===== src/rtl/tlp_tx_arbiter_if.sv =====
// TLP source/TX bundle shared by the producers, the arbiter and the hard IP TX side.
// master: arbiter view (drives ready back to sources and the TX stream).
// slave : environment view (drives source beats and TX ready).
interface tlp_tx_arbiter_if #(
  parameter int NUM_SRC = 3
) ();
  logic [64*NUM_SRC-1:0] srcData_in;
  logic [NUM_SRC-1:0]    srcValid_in;
  logic [NUM_SRC-1:0]    srcReady_out;
  logic [NUM_SRC-1:0]    srcSOP_in;
  logic [NUM_SRC-1:0]    srcEOP_in;
  logic [63:0]           txData_out;
  logic                  txValid_out;
  logic                  txReady_in;
  logic                  txSOP_out;
  logic                  txEOP_out;

  modport master (
    input  srcData_in, srcValid_in, srcSOP_in, srcEOP_in, txReady_in,
    output srcReady_out, txData_out, txValid_out, txSOP_out, txEOP_out
  );

  modport slave (
    output srcData_in, srcValid_in, srcSOP_in, srcEOP_in, txReady_in,
    input  srcReady_out, txData_out, txValid_out, txSOP_out, txEOP_out
  );
endinterface


===== src/rtl/tlp_tx_arbiter.sv =====
// Packet-level arbiter sharing one PCIe TX stream between NUM_SRC TLP producers.
// A grant is taken in IDLE (one bubble cycle) and held from SOP to EOP, so TLPs
// never interleave. Default scheduling is round-robin.
// Optional: define TLP_TX_ARB_PRIO0_EN to give source 0 strict priority; the
// round-robin pointer is then left untouched by source-0 packets.
module tlp_tx_arbiter #(
  parameter int NUM_SRC  = 3,
  parameter int SRC_BITS = $clog2(NUM_SRC)
) (
  input  logic                pcieClk_in,
  input  logic                reset_in,
  tlp_tx_arbiter_if.master    bus,
  output logic [SRC_BITS-1:0] grant_out,
  output logic                busy_out,
  output logic                protoErr_out
);

  typedef enum logic {IDLE = 1'b0, BUSY = 1'b1} state_t;

  state_t              state_reg, state_next;
  logic [SRC_BITS-1:0] grant_reg, grant_next;
  logic [SRC_BITS-1:0] rrPtr_reg, rrPtr_next;
  logic                protoErr_reg, protoErr_next;
  logic                firstBeat_reg, firstBeat_next;

  logic [63:0]         srcDataArr [NUM_SRC];
  logic [NUM_SRC-1:0]  eligible;
  logic [NUM_SRC-1:0]  noSopValid;
  logic                pickValid;
  logic [SRC_BITS-1:0] pickIdx;
  logic [SRC_BITS:0]   scanIdx;
  logic [SRC_BITS-1:0] ptrAfterGrant;

  genvar gi;
  generate
    for (gi = 0; gi < NUM_SRC; gi++) begin : g_src
      assign srcDataArr[gi]        = bus.srcData_in[64*gi +: 64];
      assign eligible[gi]          = bus.srcValid_in[gi] & bus.srcSOP_in[gi];
      assign noSopValid[gi]        = bus.srcValid_in[gi] & ~bus.srcSOP_in[gi];
      assign bus.srcReady_out[gi]  = (state_reg == BUSY) && (grant_reg == SRC_BITS'(gi)) && bus.txReady_in;
    end
  endgenerate

  // Explicit compare-and-wrap so non-power-of-2 source counts rotate correctly.
  assign ptrAfterGrant = (grant_reg == SRC_BITS'(NUM_SRC-1)) ? '0 : grant_reg + SRC_BITS'(1);

  // Rotating scan starting at rrPtr; the lowest scan offset with an eligible source wins.
  always_comb begin
    pickValid = 1'b0;
    pickIdx   = '0;
    scanIdx   = '0;
    for (int k = NUM_SRC-1; k >= 0; k--) begin
      scanIdx = {1'b0, rrPtr_reg} + (SRC_BITS+1)'(k);
      if (scanIdx >= (SRC_BITS+1)'(NUM_SRC)) begin
        scanIdx = scanIdx - (SRC_BITS+1)'(NUM_SRC);
      end
      if (eligible[scanIdx[SRC_BITS-1:0]]) begin
        pickValid = 1'b1;
        pickIdx   = scanIdx[SRC_BITS-1:0];
      end
    end
`ifdef TLP_TX_ARB_PRIO0_EN
    if (eligible[0]) begin
      pickValid = 1'b1;
      pickIdx   = '0;
    end
`endif
  end

  // Next-state logic plus the combinational pass-through from the granted source.
  always_comb begin
    state_next      = state_reg;
    grant_next      = grant_reg;
    rrPtr_next      = rrPtr_reg;
    protoErr_next   = protoErr_reg;
    firstBeat_next  = firstBeat_reg;
    bus.txData_out  = '0;
    bus.txValid_out = 1'b0;
    bus.txSOP_out   = 1'b0;
    bus.txEOP_out   = 1'b0;
    case (state_reg)
      IDLE: begin
        // A valid beat without SOP while nobody owns the port is a framing error.
        if (|noSopValid) begin
          protoErr_next = 1'b1;
        end
        if (pickValid) begin
          grant_next     = pickIdx;
          state_next     = BUSY;
          firstBeat_next = 1'b1;
        end
      end
      BUSY: begin
        bus.txData_out  = srcDataArr[grant_reg];
        bus.txValid_out = bus.srcValid_in[grant_reg];
        bus.txSOP_out   = bus.srcSOP_in[grant_reg];
        bus.txEOP_out   = bus.srcEOP_in[grant_reg];
        if (bus.srcValid_in[grant_reg] && bus.txReady_in) begin
          firstBeat_next = 1'b0;
          // A second SOP inside one grant is still forwarded but flagged.
          if (bus.srcSOP_in[grant_reg] && !firstBeat_reg) begin
            protoErr_next = 1'b1;
          end
          if (bus.srcEOP_in[grant_reg]) begin
            state_next = IDLE;
`ifdef TLP_TX_ARB_PRIO0_EN
            if (grant_reg != '0) begin
              rrPtr_next = ptrAfterGrant;
            end
`else
            rrPtr_next = ptrAfterGrant;
`endif
          end
        end
      end
      default: state_next = IDLE;
    endcase
  end

  // State register; reset abandons any packet in flight.
  always_ff @(posedge pcieClk_in) begin
    if (reset_in) begin
      state_reg     <= IDLE;
      grant_reg     <= '0;
      rrPtr_reg     <= '0;
      protoErr_reg  <= 1'b0;
      firstBeat_reg <= 1'b0;
    end else begin
      state_reg     <= state_next;
      grant_reg     <= grant_next;
      rrPtr_reg     <= rrPtr_next;
      protoErr_reg  <= protoErr_next;
      firstBeat_reg <= firstBeat_next;
    end
  end

  assign grant_out    = grant_reg;
  assign busy_out     = (state_reg == BUSY);
  assign protoErr_out = protoErr_reg;

endmodule


===== src/flat_wrapper.sv =====
// flat-port wrapper written by rule: the top's interface ports become plain ports
module tlp_tx_arbiter_flat 
#(
  parameter int NUM_SRC  = 3,
  parameter int SRC_BITS = $clog2(NUM_SRC)
)
  (pcieClk_in, reset_in, grant_out, busy_out, protoErr_out, bus_srcData_in, bus_srcValid_in, bus_srcSOP_in, bus_srcEOP_in, bus_txReady_in, bus_srcReady_out, bus_txData_out, bus_txValid_out, bus_txSOP_out, bus_txEOP_out);
  tlp_tx_arbiter_if #(.NUM_SRC(NUM_SRC)) bus_i ();
  input  logic pcieClk_in;
  input  logic reset_in;
  output logic [SRC_BITS-1:0] grant_out;
  output logic busy_out;
  output logic protoErr_out;
  input wire logic [$bits(bus_i.srcData_in)-1:0] bus_srcData_in;
  input wire logic [$bits(bus_i.srcValid_in)-1:0] bus_srcValid_in;
  input wire logic [$bits(bus_i.srcSOP_in)-1:0] bus_srcSOP_in;
  input wire logic [$bits(bus_i.srcEOP_in)-1:0] bus_srcEOP_in;
  input wire logic [$bits(bus_i.txReady_in)-1:0] bus_txReady_in;
  output wire logic [$bits(bus_i.srcReady_out)-1:0] bus_srcReady_out;
  output wire logic [$bits(bus_i.txData_out)-1:0] bus_txData_out;
  output wire logic [$bits(bus_i.txValid_out)-1:0] bus_txValid_out;
  output wire logic [$bits(bus_i.txSOP_out)-1:0] bus_txSOP_out;
  output wire logic [$bits(bus_i.txEOP_out)-1:0] bus_txEOP_out;
  assign bus_i.srcData_in = bus_srcData_in;
  assign bus_i.srcValid_in = bus_srcValid_in;
  assign bus_i.srcSOP_in = bus_srcSOP_in;
  assign bus_i.srcEOP_in = bus_srcEOP_in;
  assign bus_i.txReady_in = bus_txReady_in;
  assign bus_srcReady_out = bus_i.srcReady_out;
  assign bus_txData_out = bus_i.txData_out;
  assign bus_txValid_out = bus_i.txValid_out;
  assign bus_txSOP_out = bus_i.txSOP_out;
  assign bus_txEOP_out = bus_i.txEOP_out;
  tlp_tx_arbiter #(.NUM_SRC(NUM_SRC), .SRC_BITS(SRC_BITS)) u_core (.pcieClk_in(pcieClk_in), .reset_in(reset_in), .bus(bus_i), .grant_out(grant_out), .busy_out(busy_out), .protoErr_out(protoErr_out));
endmodule

===== config.mk =====
export PLATFORM = sky130hd
export DESIGN_NAME = tlp_tx_arbiter_flat
export DESIGN_NICKNAME = d
export VERILOG_FILES = /design/src/rtl/tlp_tx_arbiter_if.sv /design/src/rtl/tlp_tx_arbiter.sv /design/src/flat_wrapper.sv
export SDC_FILE = /design/constraint.sdc
export NUM_CORES = 1
export LEC_CHECK = 0
export ABC_CLOCK_PERIOD_IN_PS = 2600
export BUFFER_PORTS_ARGS = -buffer_cell sky130_fd_sc_hd__buf_2
export CORE_AREA = 2 2 108 110
export CTS_CLUSTER_DIAMETER = 60
export DETAILED_ROUTE_END_ITERATION = 6
export DIE_AREA = 0 0 110 112
export GPL_ROUTABILITY_DRIVEN = 0
export PLACE_DENSITY_LB_ADDON = 0.15
export SLEW_MARGIN = 20
export SYNTH_ARGS = -nofsm -noshare
export SYNTH_HDL_FRONTEND = slang
export SYNTH_SLANG_ARGS = --single-unit

===== constraint.sdc =====
create_clock -name pcieClk_in -period 2.6 [get_ports pcieClk_in]
set_clock_uncertainty 0.05 [all_clocks]
set_input_delay 0.13 -clock pcieClk_in [delete_from_list [all_inputs] [get_ports pcieClk_in]]
set_output_delay 0.13 -clock pcieClk_in [all_outputs]
set_load 0.05 [all_outputs]

==> metrics.md <==
| Metric | Value |
|---|---|
| Status | finished clean |
| GRT overflow | 0 |
| F_max | 451.0 MHz |
| Routed wl met2 | 5386 microns |
| Max IR drop VDD | 396.9 uV |
| Initial antenna violation count | 0 |
| Slowest cell on the critical path | dfxtp_4 |
| I/O Buffers | 277 |
| Worst setup margin | 0.3825 ns |
| Synth Instances | 368 |
| WP data required | 2.42 ns |
| Post-CTS Setup Inserts | 0 |
| Layout area overhead | 66.83% |
| PwrDens | 327.7 nW/um^2 |
| Max-slew violation count | 0 |
| Worst hold path type | in -> reg |
| WL/cell | 13.49 microns |
| WP data arrival | 2.04 ns |
| Crit path cell chain | buf_12 > mux2i_1 > o21ai_1 > and2_1 > buf_2 |
| Setup WS pre-CTS | 0.6083 ns |
| Worst hold path stage count | 2 |
| Synth unique cells | 32 |
| # rows | 39 |
| Share of layout cells above drive strength 1 | 47.51% |
| Post-layout minimum cycle time | 2.217 ns |
| Final Power | 1.297 mW |
| Slew HR | 62.98% |
| RSZ-0062 raised after global routing | false |
| Routed Antenna Nets | 0 |
| First-pass GRT wire length | 15260 microns |
| Final setup violating endpoints | 0 |
| CTS H-tree depth | 1 |
| Leakage | 1.921 nW |
| Diodes inserted | 0 |
| Num Clock Sinks | 7 |
| I/O pin total | 278 |
| Syn_area_per_cell | 6.446 sq um |
| Register-to-Register Path Depth | 5 |
| Die W | 110 microns |
| Top Layer Used | met4 |
| Final Cycle Share | 85.29% |
| Max Buffers Root-to-Sink | 2 |
| Routed vias | 3432 |
| CTS tree | yes |
| Clk slew on worst S/H paths | 0.04 ns |
| Final core occ | 35.42% |
| Post-Route M1 WL | 3995 microns |
| CP Class | reg -> out |
| FF+latch count, synth | 7 |
| Most frequent cells in the layout | buf_2 (277), mux2i_1 (70), nand2_1 (70) |
| Detailed Route WL | 10330 microns |
| Die Ht | 112 microns |
| Cts-stage hold buffer count | 0 |
| Worst-margin pin slew | 0.5553 ns |
| Syn Nets | 575 |
| Sequential share of the synthesized area | 5.907% |
| Critical Path Stages | 5 |
| Largest net degree at the start of global routing | 53 |
| Startpoint Class | register |
| Residual DRC | 0 |
| Critical Path Max Stage Delay | 0.70 ns |
| Worst path top cell family by delay | flip-flops |
| Critical Path Fanout Max | 43 |
| Cts bufs inserted | 3 |
| Max-cap violations | 0 |
| Starting Density | 21.23% |
| Crit path buf inv count | 2 |
| Initial drt markers | 146 |
| NumNets Final | 831 |
| Worst skew pair latency | 0.23 ns |
| Post-cts resize count | 0 |
| DIE AREA | 12320 sq um |
| Vias in the first global route | 3257 |
| Setup TNS | 0 ns |
| Final std cells w/o fill | 766 |
| CP Capture Type | output pin |
| Post-DP HPWL | 8323 microns |
| DR pass1 iterations | 4 |
| Final Hold Vio Count | 0 |
| Drt via density | 4.480 |
| Total core area | 11170 sq um |
| Met3 WL post-DR | 832 microns |
| Synth Cell Area | 2372 sq um |
| Synth warnings | 0 |
| Post-Place Cells | 762 |
| Commonest non-fill, non-tap cell in the layout | buf_2 |
| Clk root buf | clkbuf_16 |
| GRT Total Usage | 15.10% |
==> per-layer routing <==
metal,up-vias,global-route usage (%)
li1,1767,-
met1,1514,17.13
met2,141,29.86
met3,10,1.932
met4,0,1.857
met5,-,0
==> synthesized netlist by cell type, drive strengths merged <==
master / instances / area share (%)
o21ai: 67 / 14
a21o: 1 / 0.32
nor3b: 2 / 0.63
o2111ai: 1 / 0.63
dfxtp: 7 / 5.9
o2bb2ai: 2 / 1.5
o21a: 1 / 0.32
nor3: 3 / 0.63
a311oi: 1 / 0.37
a21oi: 8 / 1.7
or3: 1 / 0.26
ha: 3 / 1.6
a211oi: 3 / 0.95
a31o: 1 / 0.37
a31oi: 1 / 0.26
and2: 67 / 18
inv: 7 / 1.1
nor2b: 3 / 1.1
nand2b: 3 / 0.79
mux2i: 70 / 30
nand3: 3 / 0.63
nand4b: 1 / 0.37
buf: 23 / 4.9
clkbuf: 10 / 1.6
a222oi: 1 / 0.42
nor2: 8 / 1.3
nand2: 70 / 11
==> cells by family after synthesis <==
| family | synth area share, % |
|---|---|
| compound gates | 20.99 |
| mux | 29.54 |
| buf+inv | 7.542 |
| fa+ha+maj | 1.582 |
| simple gates | 34.44 |
| flops | 5.907 |
==> power by group <==
group          total, mW  internal [mW]  switching (mW)
logic              0.901          0.318           0.583
clock network      0.264          0.204          0.0599
registers          0.131          0.115          0.0161
total               1.30          0.637           0.659
==> area by class of cell <==
cell class,instances,area (sq um)
Fill cell,1204,7217
Multi-Input combinational cell,321,2063
Timing Repair Buffer,284,1464
Tap cell,143,178.9
Sequential cell,7,146.4
Clock buffer,4,78.83
Inverter,7,26.28
==> path summary, 6_finish.rpt <==
path | start | end | slack, ns
setup / recovery | u_core.grant_out[1]$_SDFFE_PP0P_ | bus_txData_out[27] | 0.38
setup reg to reg | u_core.grant_out[1]$_SDFFE_PP0P_ | u_core.rrPtr_reg[0]$_SDFFE_PP0P_ | 0.67
hold / removal | reset_in | u_core.protoErr_out$_SDFFE_PP0P_ | 0.14
hold reg to reg | u_core.firstBeat_reg$_SDFFE_PP0P_ | u_core.firstBeat_reg$_SDFFE_PP0P_ | 0.41
==> stage by stage <==
| step | cell area [sq um] | hold slack (ns) |
|---|---|---|
| 2_1_floorplan | 2382 | 0.2483 |
| 3_5_place_dp | 3879 | 0.3807 |
| 3_3_place_gp | 3879 | 0.3805 |
| 4_1_cts | 3958 | 0.1403 |
| 5_1_grt | 3958 | 0.1529 |
| 6_report | 3958 | 0.1426 |
Note: power is estimated with default switching activity, not from simulation.
